--- src/rtl/id_stage_top_if.sv ---
// Signal bundle between the RV32I decode stage and its neighbours (IF/ID, WB, EX, fetch).
interface id_stage_top_if;
    logic [31:0] if_id_instr;
    logic [31:0] if_id_pc_plus4;
    logic        branch_taken;
    logic        wb_reg_write;
    logic [4:0]  wb_rd;
    logic [31:0] wb_data;

    logic        pc_write;
    logic        if_id_write;

    logic [31:0] id_ex_pc_plus4;
    logic [31:0] id_ex_rs1_data;
    logic [31:0] id_ex_rs2_data;
    logic [31:0] id_ex_imm;
    logic [4:0]  id_ex_rs1;
    logic [4:0]  id_ex_rs2;
    logic [4:0]  id_ex_rd;
    logic [2:0]  id_ex_funct3;
    logic        id_ex_funct7b5;
    logic [1:0]  id_ex_alu_op;
    logic        id_ex_alu_src;
    logic        id_ex_mem_read;
    logic        id_ex_mem_write;
    logic        id_ex_mem_to_reg;
    logic        id_ex_reg_write;
    logic        id_ex_branch;
    logic        id_ex_jump;
    logic        id_ex_lui;

    // Environment side: supplies instruction/writeback/redirect, observes ID/EX.
    modport master (
        output if_id_instr, if_id_pc_plus4, branch_taken, wb_reg_write, wb_rd, wb_data,
        input  pc_write, if_id_write,
        input  id_ex_pc_plus4, id_ex_rs1_data, id_ex_rs2_data, id_ex_imm,
        input  id_ex_rs1, id_ex_rs2, id_ex_rd, id_ex_funct3, id_ex_funct7b5, id_ex_alu_op,
        input  id_ex_alu_src, id_ex_mem_read, id_ex_mem_write, id_ex_mem_to_reg,
        input  id_ex_reg_write, id_ex_branch, id_ex_jump, id_ex_lui
    );

    // Decode stage side.
    modport slave (
        input  if_id_instr, if_id_pc_plus4, branch_taken, wb_reg_write, wb_rd, wb_data,
        output pc_write, if_id_write,
        output id_ex_pc_plus4, id_ex_rs1_data, id_ex_rs2_data, id_ex_imm,
        output id_ex_rs1, id_ex_rs2, id_ex_rd, id_ex_funct3, id_ex_funct7b5, id_ex_alu_op,
        output id_ex_alu_src, id_ex_mem_read, id_ex_mem_write, id_ex_mem_to_reg,
        output id_ex_reg_write, id_ex_branch, id_ex_jump, id_ex_lui
    );
endinterface

--- src/rtl/id_stage_top.sv ---
// RV32I instruction-decode stage: register file, decoder, immediate generator,
// load-use stall detection, branch flush and the ID/EX pipeline register.
module id_stage_top (
    input  logic          clk,
    input  logic          reset,
    id_stage_top_if.slave bus
);
    localparam int unsigned XLEN = 32;
    localparam int unsigned RIDX = 5;
    localparam int unsigned NREG = 32;

    localparam logic [6:0] OP_R      = 7'b0110011;
    localparam logic [6:0] OP_I_ALU  = 7'b0010011;
    localparam logic [6:0] OP_LOAD   = 7'b0000011;
    localparam logic [6:0] OP_STORE  = 7'b0100011;
    localparam logic [6:0] OP_BRANCH = 7'b1100011;
    localparam logic [6:0] OP_JAL    = 7'b1101111;
    localparam logic [6:0] OP_LUI    = 7'b0110111;

    typedef struct packed {
        logic [XLEN-1:0] pc_plus4;
        logic [XLEN-1:0] rs1_data;
        logic [XLEN-1:0] rs2_data;
        logic [XLEN-1:0] imm;
        logic [RIDX-1:0] rs1;
        logic [RIDX-1:0] rs2;
        logic [RIDX-1:0] rd;
        logic [2:0]      funct3;
        logic            funct7b5;
        logic [1:0]      alu_op;
        logic            alu_src;
        logic            mem_read;
        logic            mem_write;
        logic            mem_to_reg;
        logic            reg_write;
        logic            branch;
        logic            jump;
        logic            lui;
    } id_ex_t;

    logic [XLEN-1:0] regs [NREG];
    logic [XLEN-1:0] rs1_data_c;
    logic [XLEN-1:0] rs2_data_c;
    logic [XLEN-1:0] imm_c;
    logic [RIDX-1:0] rs1_c;
    logic [RIDX-1:0] rs2_c;
    logic [6:0]      opcode_c;
    logic            hazard_c;
    logic            squash_c;
    logic            stall_c;
    logic            squash_pending;
    id_ex_t          id_ex_q;
    id_ex_t          id_ex_d;
    id_ex_t          dec_c;

    assign opcode_c = bus.if_id_instr[6:0];
    assign rs1_c    = bus.if_id_instr[19:15];
    assign rs2_c    = bus.if_id_instr[24:20];

    // Register file storage; x0 is never written so it stays zero.
    always_ff @(posedge clk or negedge reset) begin
        if (!reset) begin
            for (int i = 0; i < int'(NREG); i++) begin
                regs[i] <= '0;
            end
        end else if (bus.wb_reg_write && (bus.wb_rd != '0)) begin
            regs[bus.wb_rd] <= bus.wb_data;
        end
    end

    // Combinational reads with same-cycle writeback bypass.
    always_comb begin
        rs1_data_c = regs[rs1_c];
        rs2_data_c = regs[rs2_c];
        if (bus.wb_reg_write && (bus.wb_rd == rs1_c)) rs1_data_c = bus.wb_data;
        if (bus.wb_reg_write && (bus.wb_rd == rs2_c)) rs2_data_c = bus.wb_data;
        if (rs1_c == '0) rs1_data_c = '0;
        if (rs2_c == '0) rs2_data_c = '0;
    end

    // Immediate generation, sign-extended from bit 31.
    always_comb begin
        imm_c = '0;
        case (opcode_c)
            OP_I_ALU, OP_LOAD: imm_c = {{20{bus.if_id_instr[31]}}, bus.if_id_instr[31:20]};
            OP_STORE:  imm_c = {{20{bus.if_id_instr[31]}}, bus.if_id_instr[31:25],
                                bus.if_id_instr[11:7]};
            OP_BRANCH: imm_c = {{20{bus.if_id_instr[31]}}, bus.if_id_instr[7],
                                bus.if_id_instr[30:25], bus.if_id_instr[11:8], 1'b0};
            OP_JAL:    imm_c = {{12{bus.if_id_instr[31]}}, bus.if_id_instr[19:12],
                                bus.if_id_instr[20], bus.if_id_instr[30:21], 1'b0};
            OP_LUI:    imm_c = {bus.if_id_instr[31:12], 12'b0};
            default:   imm_c = '0;
        endcase
    end

    // Main decoder: assemble the full ID/EX payload for the current instruction.
    always_comb begin
        dec_c          = '0;
        dec_c.pc_plus4 = bus.if_id_pc_plus4;
        dec_c.rs1_data = rs1_data_c;
        dec_c.rs2_data = rs2_data_c;
        dec_c.imm      = imm_c;
        dec_c.rs1      = rs1_c;
        dec_c.rs2      = rs2_c;
        dec_c.rd       = bus.if_id_instr[11:7];
        dec_c.funct3   = bus.if_id_instr[14:12];
        dec_c.funct7b5 = bus.if_id_instr[30];
        case (opcode_c)
            OP_R: begin
                dec_c.reg_write = 1'b1;
                dec_c.alu_op    = 2'b10;
            end
            OP_I_ALU: begin
                dec_c.reg_write = 1'b1;
                dec_c.alu_src   = 1'b1;
                dec_c.alu_op    = 2'b11;
            end
            OP_LOAD: begin
                dec_c.reg_write  = 1'b1;
                dec_c.alu_src    = 1'b1;
                dec_c.mem_read   = 1'b1;
                dec_c.mem_to_reg = 1'b1;
            end
            OP_STORE: begin
                dec_c.alu_src   = 1'b1;
                dec_c.mem_write = 1'b1;
            end
            OP_BRANCH: begin
                dec_c.branch = 1'b1;
                dec_c.alu_op = 2'b01;
            end
            OP_JAL: begin
                dec_c.jump      = 1'b1;
                dec_c.reg_write = 1'b1;
            end
            OP_LUI: begin
                dec_c.lui       = 1'b1;
                dec_c.reg_write = 1'b1;
                dec_c.alu_src   = 1'b1;
            end
            default: ;
        endcase
    end

    // Hazard/flush control; a squashed instruction never stalls the front end.
    always_comb begin
        hazard_c = id_ex_q.mem_read && (id_ex_q.rd != '0) &&
                   ((id_ex_q.rd == rs1_c) || (id_ex_q.rd == rs2_c));
        squash_c = bus.branch_taken || squash_pending;
        stall_c  = hazard_c && !squash_c;
        id_ex_d  = (squash_c || stall_c) ? id_ex_t'('0) : dec_c;
    end

    assign bus.pc_write    = !stall_c;
    assign bus.if_id_write = !stall_c;

    // ID/EX register and second-slot squash flag.
    always_ff @(posedge clk or negedge reset) begin
        if (!reset) begin
            id_ex_q        <= '0;
            squash_pending <= 1'b0;
        end else begin
            id_ex_q        <= id_ex_d;
            squash_pending <= bus.branch_taken;
        end
    end

    assign bus.id_ex_pc_plus4   = id_ex_q.pc_plus4;
    assign bus.id_ex_rs1_data   = id_ex_q.rs1_data;
    assign bus.id_ex_rs2_data   = id_ex_q.rs2_data;
    assign bus.id_ex_imm        = id_ex_q.imm;
    assign bus.id_ex_rs1        = id_ex_q.rs1;
    assign bus.id_ex_rs2        = id_ex_q.rs2;
    assign bus.id_ex_rd         = id_ex_q.rd;
    assign bus.id_ex_funct3     = id_ex_q.funct3;
    assign bus.id_ex_funct7b5   = id_ex_q.funct7b5;
    assign bus.id_ex_alu_op     = id_ex_q.alu_op;
    assign bus.id_ex_alu_src    = id_ex_q.alu_src;
    assign bus.id_ex_mem_read   = id_ex_q.mem_read;
    assign bus.id_ex_mem_write  = id_ex_q.mem_write;
    assign bus.id_ex_mem_to_reg = id_ex_q.mem_to_reg;
    assign bus.id_ex_reg_write  = id_ex_q.reg_write;
    assign bus.id_ex_branch     = id_ex_q.branch;
    assign bus.id_ex_jump       = id_ex_q.jump;
    assign bus.id_ex_lui        = id_ex_q.lui;
endmodule
--- src/flat_wrapper.sv ---
// flat-port wrapper written by rule: the top's interface ports become plain ports
module id_stage_top_flat 
  (clk, reset, bus_if_id_instr, bus_if_id_pc_plus4, bus_branch_taken, bus_wb_reg_write, bus_wb_rd, bus_wb_data, bus_pc_write, bus_if_id_write, bus_id_ex_pc_plus4, bus_id_ex_rs1_data, bus_id_ex_rs2_data, bus_id_ex_imm, bus_id_ex_rs1, bus_id_ex_rs2, bus_id_ex_rd, bus_id_ex_funct3, bus_id_ex_funct7b5, bus_id_ex_alu_op, bus_id_ex_alu_src, bus_id_ex_mem_read, bus_id_ex_mem_write, bus_id_ex_mem_to_reg, bus_id_ex_reg_write, bus_id_ex_branch, bus_id_ex_jump, bus_id_ex_lui);
  id_stage_top_if bus_i ();
  input  logic clk;
  input  logic reset;
  input wire logic [$bits(bus_i.if_id_instr)-1:0] bus_if_id_instr;
  input wire logic [$bits(bus_i.if_id_pc_plus4)-1:0] bus_if_id_pc_plus4;
  input wire logic [$bits(bus_i.branch_taken)-1:0] bus_branch_taken;
  input wire logic [$bits(bus_i.wb_reg_write)-1:0] bus_wb_reg_write;
  input wire logic [$bits(bus_i.wb_rd)-1:0] bus_wb_rd;
  input wire logic [$bits(bus_i.wb_data)-1:0] bus_wb_data;
  output wire logic [$bits(bus_i.pc_write)-1:0] bus_pc_write;
  output wire logic [$bits(bus_i.if_id_write)-1:0] bus_if_id_write;
  output wire logic [$bits(bus_i.id_ex_pc_plus4)-1:0] bus_id_ex_pc_plus4;
  output wire logic [$bits(bus_i.id_ex_rs1_data)-1:0] bus_id_ex_rs1_data;
  output wire logic [$bits(bus_i.id_ex_rs2_data)-1:0] bus_id_ex_rs2_data;
  output wire logic [$bits(bus_i.id_ex_imm)-1:0] bus_id_ex_imm;
  output wire logic [$bits(bus_i.id_ex_rs1)-1:0] bus_id_ex_rs1;
  output wire logic [$bits(bus_i.id_ex_rs2)-1:0] bus_id_ex_rs2;
  output wire logic [$bits(bus_i.id_ex_rd)-1:0] bus_id_ex_rd;
  output wire logic [$bits(bus_i.id_ex_funct3)-1:0] bus_id_ex_funct3;
  output wire logic [$bits(bus_i.id_ex_funct7b5)-1:0] bus_id_ex_funct7b5;
  output wire logic [$bits(bus_i.id_ex_alu_op)-1:0] bus_id_ex_alu_op;
  output wire logic [$bits(bus_i.id_ex_alu_src)-1:0] bus_id_ex_alu_src;
  output wire logic [$bits(bus_i.id_ex_mem_read)-1:0] bus_id_ex_mem_read;
  output wire logic [$bits(bus_i.id_ex_mem_write)-1:0] bus_id_ex_mem_write;
  output wire logic [$bits(bus_i.id_ex_mem_to_reg)-1:0] bus_id_ex_mem_to_reg;
  output wire logic [$bits(bus_i.id_ex_reg_write)-1:0] bus_id_ex_reg_write;
  output wire logic [$bits(bus_i.id_ex_branch)-1:0] bus_id_ex_branch;
  output wire logic [$bits(bus_i.id_ex_jump)-1:0] bus_id_ex_jump;
  output wire logic [$bits(bus_i.id_ex_lui)-1:0] bus_id_ex_lui;
  assign bus_i.if_id_instr = bus_if_id_instr;
  assign bus_i.if_id_pc_plus4 = bus_if_id_pc_plus4;
  assign bus_i.branch_taken = bus_branch_taken;
  assign bus_i.wb_reg_write = bus_wb_reg_write;
  assign bus_i.wb_rd = bus_wb_rd;
  assign bus_i.wb_data = bus_wb_data;
  assign bus_pc_write = bus_i.pc_write;
  assign bus_if_id_write = bus_i.if_id_write;
  assign bus_id_ex_pc_plus4 = bus_i.id_ex_pc_plus4;
  assign bus_id_ex_rs1_data = bus_i.id_ex_rs1_data;
  assign bus_id_ex_rs2_data = bus_i.id_ex_rs2_data;
  assign bus_id_ex_imm = bus_i.id_ex_imm;
  assign bus_id_ex_rs1 = bus_i.id_ex_rs1;
  assign bus_id_ex_rs2 = bus_i.id_ex_rs2;
  assign bus_id_ex_rd = bus_i.id_ex_rd;
  assign bus_id_ex_funct3 = bus_i.id_ex_funct3;
  assign bus_id_ex_funct7b5 = bus_i.id_ex_funct7b5;
  assign bus_id_ex_alu_op = bus_i.id_ex_alu_op;
  assign bus_id_ex_alu_src = bus_i.id_ex_alu_src;
  assign bus_id_ex_mem_read = bus_i.id_ex_mem_read;
  assign bus_id_ex_mem_write = bus_i.id_ex_mem_write;
  assign bus_id_ex_mem_to_reg = bus_i.id_ex_mem_to_reg;
  assign bus_id_ex_reg_write = bus_i.id_ex_reg_write;
  assign bus_id_ex_branch = bus_i.id_ex_branch;
  assign bus_id_ex_jump = bus_i.id_ex_jump;
  assign bus_id_ex_lui = bus_i.id_ex_lui;
  id_stage_top u_core (.clk(clk), .reset(reset), .bus(bus_i));
endmodule
--- config.mk ---
export PLATFORM = sky130hd
export DESIGN_NAME = id_stage_top_flat
export DESIGN_NICKNAME = d
export VERILOG_FILES = /design/src/rtl/id_stage_top_if.sv /design/src/rtl/id_stage_top.sv /design/src/flat_wrapper.sv
export SDC_FILE = /design/constraint.sdc
export NUM_CORES = 2
export LEC_CHECK = 0
export BUFFER_PORTS_ARGS = -buffer_cell sky130_fd_sc_hd__buf_2
export CAP_MARGIN = 25
export CORE_UTILIZATION = 30
export DETAILED_ROUTE_END_ITERATION = 8
export PLACE_DENSITY = 0.41
export SYNTH_ARGS = -nofsm -noshare
export SYNTH_HDL_FRONTEND = slang
export SYNTH_SLANG_ARGS = --single-unit
--- constraint.sdc ---
create_clock -name clk -period 3.7 [get_ports clk]
set_input_delay 0.37 -clock clk [delete_from_list [all_inputs] [get_ports clk]]
set_output_delay 0.37 -clock clk [all_outputs]
set_load 0.02 [all_outputs]
==> summary.md <==
| Metric | Value |
|---|---|
| Hold buffers post-CTS | `60` |
| Combinational power share | `18.3%` |
| Die Span Y | `452 um` |
| Clk pwr share | `between 30 and 40%` |
| Cell Rows | `164` |
| Min Tclk post-route | `between 2 and 3 ns` |
| Count leader, synth | `dfrtp_1` |
| Final ANT Viol Nets | `0` |
| Prevailing post-synth register cell | `dfrtp_1` |
| Routed vias | `~39000` |
| Status | `complete, no violations` |
| Worst-path clk slew | `around 0.060 ns` |
| Final wirelength | `219 mm` |
| Worst Path Required | `around 3.3 ns` |
| Area contributors post-synth | `dfrtp_1 49%, mux2_2 20%, mux4_2 15%` |
| Post-synthesis sequential area ratio | `48.7%` |
| Ports | `between 200 and 300` |
| Clock buffer depth | `3` |
| WL/cell | `30.6 um` |
| Synthesized area | `about 60000 um^2` |
| Reg power frac | `43.8%` |
| Synth Instances | `around 4200` |
| Synth unique cells | `a little under 60` |
| Setup crit start kind | `register` |
| RSZ-0062 raised after global routing | `no` |
| Nets | `between 4000 and 5000` |
| Final period util | `about four fifths` |
| Post-synthesis net count | `between 4000 and 5000` |
| Setup tns final | `0 ns` |
| #FFs+latches synth | `1181` |
| Critical path type | `register to primary output` |
| Port bufs | `263` |
| Peak VDD IR | `about 450 uV` |
| Post-DP HPWL | `around 140 mm` |
| Largest fanout on the critical path | `4` |
| Max Slew Vio Count | `0` |
| Total GRT Usage | `21.5%` |
| Top cell type's share of synthesized area | `48.7%` |
| Vias in the first global route | `between 40000 and 50000` |
| H-tree depth | `4` |
| Total core area | `approximately 200000 um^2` |
| DR vias/cell | `5.44` |
| Drt drc | `0` |
| Net switching power | `around 10 mW` |
| Switching Share | `between 20% and 30%` |
| Antenna violations before repair | `13` |
| Total power | `approximately 38 mW` |
| Min-Delay Path Class | `input pin to register` |
| Final GP Congestion | `0.780` |
| Syn avg cell area | `between 10 and 15 um^2` |
| CTS resizes | `0` |
| Top post-synthesis cells by count | `1181 x dfrtp_1, 1055 x mux2_2, 402 x mux4_2` |
| Setup Fix Bufs, Post-CTS | `0` |
| # fillers | `19500` |
| Clk_skew | `~0.031 ns` |
| DRC marker count from the first detailed-route iteration | `roughly 2600` |
| Die Span X | `between 400 and 500 um` |
| CP arrival | `between 2 and 3 ns` |
| CTS tree | `yes` |
| CTS Sinks | `approximately 1200` |
| Detailed Routing Iterations Pass 1 | `5` |
| First-pass GRT wire length | `approximately 320 mm` |
| Hold WS | `0.0909 ns` |
| Cell Pwr Density | `around 540 nW/um^2` |
| Worst slew pin tran | `between 1 and 1.5 ns` |
| GRT Residual Overflow | `0` |
| Synth warn | `0` |
| Share of cells above drive strength 1 | `between 40 and 50%` |
| Syn-to-layout area delta | `17.0%` |
| Number of synthesized flops with an enable pin | `0` |
| Synth area leader | `dfrtp_1` |
| Max_cap viols | `0` |
| CTS Root Cell | `clkbuf_16` |
| Crit end category | `primary output` |
| Final Hold Fails | `0` |
| Slew headroom | `between 20 and 30%` |
| Total CTS buffers | `between 100 and 150` |
| Starting Density | `between 30% and 40%` |
| F_max | `about 340 MHz` |
| Clock latency on the worst-skew pair | `around 0.80 ns` |
| DIE AREA | `204000 um^2` |
| Async set-or-reset flop fraction in the synthesized netlist | `100%` |
| # setup viols final | `0` |
| Setup slack, reg-to-reg | `about 0.94 ns` |
| Pin count of the biggest net entering global routing | `between 100 and 150` |
| Static leakage | `approximately 31 nW` |
| Internal power | `roughly 28 mW` |
[per-stage QoR]
| stage | util [%] | worst slack, ns | std cells | cell area (um^2) |
|---|---|---|---|---|
| 2_1_floorplan | - | 1.71 | 4190 | 60700 |
| 3_3_place_gp | 32.7 | 0.667 | 6843 | 65600 |
| 3_5_place_dp | 32.7 | 0.726 | 6843 | 65600 |
| 4_1_cts | 35.4 | 0.773 | 7164 | 71000 |
| 5_1_grt | 35.4 | 0.681 | 7165 | 71000 |
| 6_report | 35.4 | 0.759 | 7167 | 71000 |
[flip-flops by register name (all words and copies together) (netlist names), 2 cells and up]
register and flops:
u_core.bus.id_ex_alu_op 2, u_core.bus.id_ex_funct3 3, u_core.bus.id_ex_imm 32, u_core.bus.id_ex_pc_plus4 32, u_core.bus.id_ex_rd 5, u_core.bus.id_ex_rs1 5
u_core.bus.id_ex_rs1_data 32, u_core.bus.id_ex_rs2 5, u_core.bus.id_ex_rs2_data 32, u_core.regs 1024
[placed cells by master (no fill, tap or decap), drive strengths merged, types with 2 or more instances in the layout]
cell type,count
or4,2
mux2,1055
nor2b,68
nand2,51
and3b,3
buf,473
inv,4
nand3,3
o21ai,35
dfrtp,1181
a21oi,15
o2111ai,2
a22oi,68
dlygate4sd3,60
nand3b,3
mux4,417
diode,3
clkbuf,230
a221o,31
mux2i,191
xor2,18
nor4,68
bufinv,5
xnor2,2
nor3b,7
or3,2
nor3,69
clkinv,22
o41ai,31
nor2,127
and2,58
or2,6
nand2b,8
o22ai,95
and3,10
a211oi,73
clkinvlp,2
[routing by layer]
| layer | GRT usage, % | wire length, um |
|---|---|---|
| met1 | 30.1 | 101000 |
| met2 | 34.7 | 104000 |
| met3 | 3.12 | 9330 |
| met4 | 5.75 | 5460 |
| met5 | 0 | 26 |
[final cells by class]
| cell class | count | area [um^2] | area share, % |
|---|---|---|---|
| multi-input combinational | 2531 | 28900 | 40.7 |
| sequential | 1181 | 29600 | 41.6 |
| inverter | 2 | 7.51 | 0.0106 |
| clock buffer | 230 | 4480 | 6.31 |
| tap | 2656 | 3320 | 4.68 |
| clock inverter | 31 | 319 | 0.450 |
| timing repair buffer | 533 | 4390 | 6.18 |
| antenna | 3 | 7.51 | 0.0106 |
[worst max-delay path: stages, from the launching register on]
cell and delay [ns]:
dfrtp_1 0.53, xor2_1 0.25, nor3_1 0.08, a22oi_1 0.48, nor2_1 0.10, nand2_1 0.15
buf_2 0.19
[kinds of logic after synthesis]
logic type      count (synthesis)  synth area share (%)
simple gates                  490                  4.33
xor+xnor                       20                 0.289
flops                        1181                  48.7
compound gates                358                  4.25
buf+inv                       478                  4.09
mux                          1663                  38.3
[power groups by stage]
stage / clock network (mW) / logic [mW] / registers (mW)
after global routing: 15.4 / 7.51 / 17.0
final: 14.5 / 6.97 / 16.7
after global placement: 0 / 6.91 / 16.8
after floorplan: 0 / 5.12 / 16.4
after detailed placement: 0 / 7.00 / 16.9
after CTS: 14.9 / 7.07 / 16.6
[worst paths after layout]
kind                                                   from                                      to  cells after the start
hold / removal                          bus_if_id_instr[18]      u_core.bus.id_ex_imm[18]$_DFF_PN0_                      3
min in group asynchronous                             reset  u_core.bus.id_ex_pc_plus4[3]$_DFF_PN0_                      2
hold reg to reg               u_core.regs[1015]$_DFFE_PN0P_           u_core.regs[1015]$_DFFE_PN0P_                      0
setup / recovery           u_core.bus.id_ex_rd[0]$_DFF_PN0_                            bus_pc_write                      6
setup reg to reg           u_core.bus.id_ex_rd[0]$_DFF_PN0_     u_core.bus.id_ex_mem_read$_DFF_PN0_                      7
max in group asynchronous                             reset             u_core.regs[42]$_DFFE_PN0P_                      3
Note: power is estimated with default switching activity, not from simulation.
